### src/rtl/tmds_pkg.sv
// Shared types, control-period codes and helpers for the TMDS channel encoder.
package tmds_pkg;

  typedef logic signed [4:0] tally_t;

  localparam logic [9:0] CTRL_00 = 10'b1101010100;
  localparam logic [9:0] CTRL_01 = 10'b0010101011;
  localparam logic [9:0] CTRL_10 = 10'b0101010100;
  localparam logic [9:0] CTRL_11 = 10'b1010101011;

  // Number of set bits in a byte (0..8).
  function automatic logic [3:0] popcount8(input logic [7:0] v);
    logic [3:0] n;
    n = '0;
    for (int i = 0; i < 8; i++) n = n + {3'b000, v[i]};
    return n;
  endfunction

endpackage

### src/rtl/tm_choice.sv
// Transition-minimiser: maps a pixel byte to the 9-bit q_m word (bit 8 = 1 for XOR chain).
module tm_choice
  import tmds_pkg::*;
(
  input  logic [7:0] data,
  output logic [8:0] q_m
);

  logic [3:0] ones;
  logic       use_xnor;
  logic [8:0] acc;

  // Pick XOR or XNOR chaining from the byte's ones count, then build the chain LSB first.
  always_comb begin
    ones     = popcount8(data);
    use_xnor = (ones > 4'd4) || ((ones == 4'd4) && !data[0]);
    acc      = '0;
    acc[0]   = data[0];
    for (int i = 1; i < 8; i++) begin
      acc[i] = use_xnor ? ~(data[i] ^ acc[i-1]) : (data[i] ^ acc[i-1]);
    end
    acc[8] = ~use_xnor;
    q_m    = acc;
  end

endmodule

### src/rtl/tmds_channel_encoder.sv
// One TMDS channel: transition-minimise in stage 1, DC-balance / control substitution in stage 2.
module tmds_channel_encoder
  import tmds_pkg::*;
(
  input  logic       clk_in,
  input  logic       rst_n_in,
  input  logic [7:0] data_in,
  input  logic [1:0] control_in,
  input  logic       ve_in,
  output logic [9:0] tmds_out
);

  logic [8:0] q_m_c;
  logic [8:0] q_m_p1;
  logic       vld_p1;
  logic [1:0] ctrl_p1;
  tally_t     tally;
  tally_t     tally_nxt;
  tally_t     n1;
  tally_t     n0;
  tally_t     bias2;
  logic [9:0] sym_nxt;

  tm_choice u_tm_choice (
    .data (data_in),
    .q_m  (q_m_c)
  );

  // ---- stage 1: register q_m with its video-enable and control bits ----
  // Capture the transition-minimised word alongside ve/control.
  always_ff @(posedge clk_in or negedge rst_n_in) begin
    if (!rst_n_in) begin
      q_m_p1  <= '0;
      vld_p1  <= 1'b0;
      ctrl_p1 <= '0;
    end else begin
      q_m_p1  <= q_m_c;
      vld_p1  <= ve_in;
      ctrl_p1 <= control_in;
    end
  end

  // ---- stage 2: DC balance against the running tally, or control code ----
  // Choose the symbol form (A/B/C) and the tally update; control period zeroes the tally.
  always_comb begin
    n1        = tally_t'({1'b0, popcount8(q_m_p1[7:0])});
    n0        = 5'sd8 - n1;
    bias2     = tally_t'({3'b000, q_m_p1[8], 1'b0});
    sym_nxt   = '0;
    tally_nxt = '0;
    if (!vld_p1) begin
      case (ctrl_p1)
        2'b00:   sym_nxt = CTRL_00;
        2'b01:   sym_nxt = CTRL_01;
        2'b10:   sym_nxt = CTRL_10;
        default: sym_nxt = CTRL_11;
      endcase
      tally_nxt = '0;
    end else if ((tally == 5'sd0) || (n1 == n0)) begin
      sym_nxt   = {~q_m_p1[8], q_m_p1[8], q_m_p1[8] ? q_m_p1[7:0] : ~q_m_p1[7:0]};
      tally_nxt = q_m_p1[8] ? (tally + (n1 - n0)) : (tally + (n0 - n1));
    end else if (((tally > 5'sd0) && (n1 > n0)) || ((tally < 5'sd0) && (n0 > n1))) begin
      sym_nxt   = {1'b1, q_m_p1[8], ~q_m_p1[7:0]};
      tally_nxt = tally + bias2 + (n0 - n1);
    end else begin
      sym_nxt   = {1'b0, q_m_p1[8], q_m_p1[7:0]};
      tally_nxt = tally + (n1 - n0) - (5'sd2 - bias2);
    end
  end

  // Register the output symbol and running disparity.
  always_ff @(posedge clk_in or negedge rst_n_in) begin
    if (!rst_n_in) begin
      tmds_out <= '0;
      tally    <= '0;
    end else begin
      tmds_out <= sym_nxt;
      tally    <= tally_nxt;
    end
  end

endmodule

### config.mk
export PLATFORM = sky130hd
export DESIGN_NAME = tmds_channel_encoder
export DESIGN_NICKNAME = d
export VERILOG_FILES = /design/src/rtl/tmds_pkg.sv /design/src/rtl/tm_choice.sv /design/src/rtl/tmds_channel_encoder.sv
export SDC_FILE = /design/constraint.sdc
export NUM_CORES = 1
export LEC_CHECK = 0
export BUFFER_PORTS_ARGS = -buffer_cell sky130_fd_sc_hd__buf_2
export CORE_MARGIN = 3
export CORE_UTILIZATION = 40
export DETAILED_ROUTE_END_ITERATION = 7
export PLACE_DENSITY_LB_ADDON = 0.25
export SLEW_MARGIN = 20
export SYNTH_ARGS = -nofsm -noshare
export SYNTH_HDL_FRONTEND = slang
export SYNTH_SLANG_ARGS = --single-unit
export TNS_END_PERCENT = 50
### constraint.sdc
create_clock -name clk_in -period 7.3 [get_ports clk_in]
set_input_delay 0.73 -clock clk_in [delete_from_list [all_inputs] [get_ports clk_in]]
set_output_delay 0.73 -clock clk_in [all_outputs]
set_load 0.05 [all_outputs]
==> impl_metrics.tcl <==
set metrics [dict create \
    run_status "finished, final reports clean" \
    critical_path_required_ps 7480 \
    layout.cells.most_common "sky130_fd_sc_hd__inv_1" \
    floorplan.io_pins 23 \
    layout.cells.most_common_list "sky130_fd_sc_hd__inv_1, sky130_fd_sc_hd__dfrtp_1, sky130_fd_sc_hd__ha_1" \
    cts.repair_timing.setup_buffer_count 0 \
    finalCritPeriodShare_pct 79.1 \
    floorplan.rows 27 \
    fraction_of_layout_cells_with_a_size_suffix_above_1_pct 11.9 \
    dr.first_iter.drc_count 90 \
    setup_repair_after_global_routing_missed_its_margin "no" \
    global_route_wire_length_before_repair_mm 7.81 \
    dpl-instance-area_sq_mm 0.00250 \
    cp-start-kind "register" \
    die-height_microns 82.2 \
    clock_tree.buffer_depth 2 \
    post_synth_edffs 0 \
    critPathMaxFanout 6 \
    critical_path.reg2reg.endpoint "tally[4]" \
    reg2regPathDepth 21 \
    clk-insertion-delay-late_ps 270 \
    synthTopCellsByArea "sky130_fd_sc_hd__dfrtp_1, sky130_fd_sc_hd__ha_1, sky130_fd_sc_hd__fa_1" \
    part_of_the_yosys_area_used_for_sequential_elements_pct 29.1 \
    maxSlewHeadroom_pct 58.5 \
    dpl.cell_count 321 \
    cts.htree.levels 1 \
    grt_max_degree 28 \
    pre_repair_dr_iteration_count 4 \
    antenna_violations_before_repair 0 \
    layout-area-overhead-vs-synth_pct 9.60 \
    remaining_drc_errors 0 \
    finish.net_count 303 \
    final_replace_weighted_congestion 0.776 \
    synth.cell_area_sq_mm 0.00232 \
    detail_route.vias_per_cell 5.03 \
    num_vias 1636 \
    post-synth-top-area-fraction_pct 29.1 \
    die-width_microns 82.2 \
    globalRouteOverflowTotal 0 \
    setup.worst_path.class "reg -> reg" \
    timing.rr.start "q_m_p1[0]" \
    synthesis.area_per_instance_sq_um 10.0 \
    min-delay-path-class "in -> async" \
    worstSetupEndpointType "register" \
    grt.total_usage_pct 14.8 \
    num_clock_sinks 27 \
    routed_wire_length_mm 4.45 \
    critPathArrivalTime_ps 5960 \
    hold_viol_final 0 \
    dpl_wire_length_mm 3.56 \
    netlist-cell-type-count 47 \
    synth_fp_nets 281 \
    cts-resized-gates 0 \
    num_antenna_cells 0 \
    routedWlPerCell_microns 13.7 \
    worst_margin_slew_ps 617 \
    detail-route-antenna-nets 0 \
    finish.cell_count_without_fillers 325 \
    synth_area_leader_cell "sky130_fd_sc_hd__dfrtp_1" \
    io_buffer_count 22 \
    starting_density_of_the_core_pct 41.6 \
    fin_crit_ps 5780 \
    holdBufCountCts 0 \
    timing.final.max_slew_violations 0 \
    stdcell_area_sq_mm 0.00254 \
    fmaxAchievable_ghz 0.173 \
    synth_flop_cell "sky130_fd_sc_hd__dfrtp_1" \
    fin_tns_setup_ps 0 \
    setup_viol 0 \
    cts.reportedPaths.clkPinSlew_ps 90 \
    tritoncts "built" \
    die_footprint_sq_mm 0.00675 \
    fin_worst_skew_ps 2.62 \
    synth_cells 232 \
    ys_warn_count 0 \
    first_global_vias 1670 \
    fraction_of_registers_with_async_set_or_reset_after_synthesis_pct 100 \
    drv_cap 0 \
    cts_inserted_buffers 3 \
    ctsRootBufferMaster "sky130_fd_sc_hd__clkbuf_8" \
    synth-seq-cells 27 \
    regToRegSetupSlack_ps 1520 \
    fp.coreArea_sq_mm 0.00557 \
]
-- synthesized netlist by cell type (6+ instances only) --
cell                      count
sky130_fd_sc_hd__o21ai_0     14
sky130_fd_sc_hd__nor2_1       7
sky130_fd_sc_hd__xnor2_1     16
sky130_fd_sc_hd__nand2_1     10
sky130_fd_sc_hd__dfrtp_1     27
sky130_fd_sc_hd__inv_1       36
sky130_fd_sc_hd__and2_1       6
sky130_fd_sc_hd__fa_1        13
sky130_fd_sc_hd__ha_1        23
sky130_fd_sc_hd__nand3_1     10
sky130_fd_sc_hd__a31oi_1      9
-- critical path, cell delays in order (launching register included) --
cell and delay [ps]:
sky130_fd_sc_hd__dfrtp_1 340, sky130_fd_sc_hd__inv_1 70, sky130_fd_sc_hd__fa_1 550, sky130_fd_sc_hd__fa_1 420, sky130_fd_sc_hd__fa_1 430, sky130_fd_sc_hd__inv_1 60
sky130_fd_sc_hd__ha_1 150, sky130_fd_sc_hd__inv_1 50, sky130_fd_sc_hd__fa_1 600, sky130_fd_sc_hd__ha_1 210, sky130_fd_sc_hd__inv_1 90, sky130_fd_sc_hd__ha_1 320
sky130_fd_sc_hd__xor3_2 330, sky130_fd_sc_hd__o21ai_0 230, sky130_fd_sc_hd__xnor2_1 150, sky130_fd_sc_hd__ha_1 350, sky130_fd_sc_hd__inv_1 70, sky130_fd_sc_hd__fa_1 430
sky130_fd_sc_hd__xnor2_1 200, sky130_fd_sc_hd__xnor3_1 250, sky130_fd_sc_hd__and3b_1 180, sky130_fd_sc_hd__a211oi_1 200
-- cell type report --
class | instances | area, sq um
Fill cell | 551 | 3030
Multi-Input combinational cell | 163 | 1480
Sequential cell | 27 | 676
Inverter | 36 | 135
Timing Repair Buffer | 23 | 118
Tap cell | 72 | 90.1
Clock buffer | 4 | 45.0
-- logic make-up (layout without fill, tap and decap cells) --
logic type | after synthesis | count (layout) | synth area share, %
adders and majority gates | 36 | 36 | 23.6
muxes | 4 | 4 | 1.83
xor gates and xnor gates | 26 | 26 | 13.0
and+or+nand+nor | 51 | 51 | 12.1
buffers and inverters | 42 | 63 | 7.12
DFF | 27 | 27 | 29.1
AOI/OAI and AO/OA | 46 | 46 | 13.2
-- metrics by stage --
stage	utilization, %	worst slack [ps]	hold slack, ps
2_1_floorplan	-	1880	434
3_3_place_gp	44.8	1700	484
3_5_place_dp	44.8	1530	478
4_1_cts	45.6	1510	475
5_1_grt	45.6	1190	492
6_report	45.6	1520	447
-- how the worst max path moves through the flow --
stage	startpoint	end	slack [ps]
after detailed placement	q_m_p1[0]	tally[4]	1530
after global routing	q_m_p1[0]	tally[4]	1190
after global placement	q_m_p1[0]	tally[4]	1700
final	q_m_p1[0]	tally[4]	1520
after floorplan	q_m_p1[0]	tally[4]	1880
after CTS	q_m_p1[1]	tally[4]	1510
-- routing by layer --
layer | GRT usage (%) | vias up | wire (microns)
li1 | - | 828 | -
met5 | 0 | - | 0
met4 | 4.98 | 0 | 58
met3 | 0.976 | 5 | 101
met1 | 22.2 | 773 | 2240
met2 | 22.5 | 30 | 2050
-- registers in the layout, summed over array words and instances, names as in the netlist --
| name | flops |
|---|---|
| tmds_out | 10 |
| vld_p1 | 1 |
| tally | 5 |
| q_m_p1 | 9 |
| ctrl_p1 | 2 |
Power is left out: the tool's default activity adds up to more than one toggle a clock period on the data nets, which glitch-free logic cannot reach.
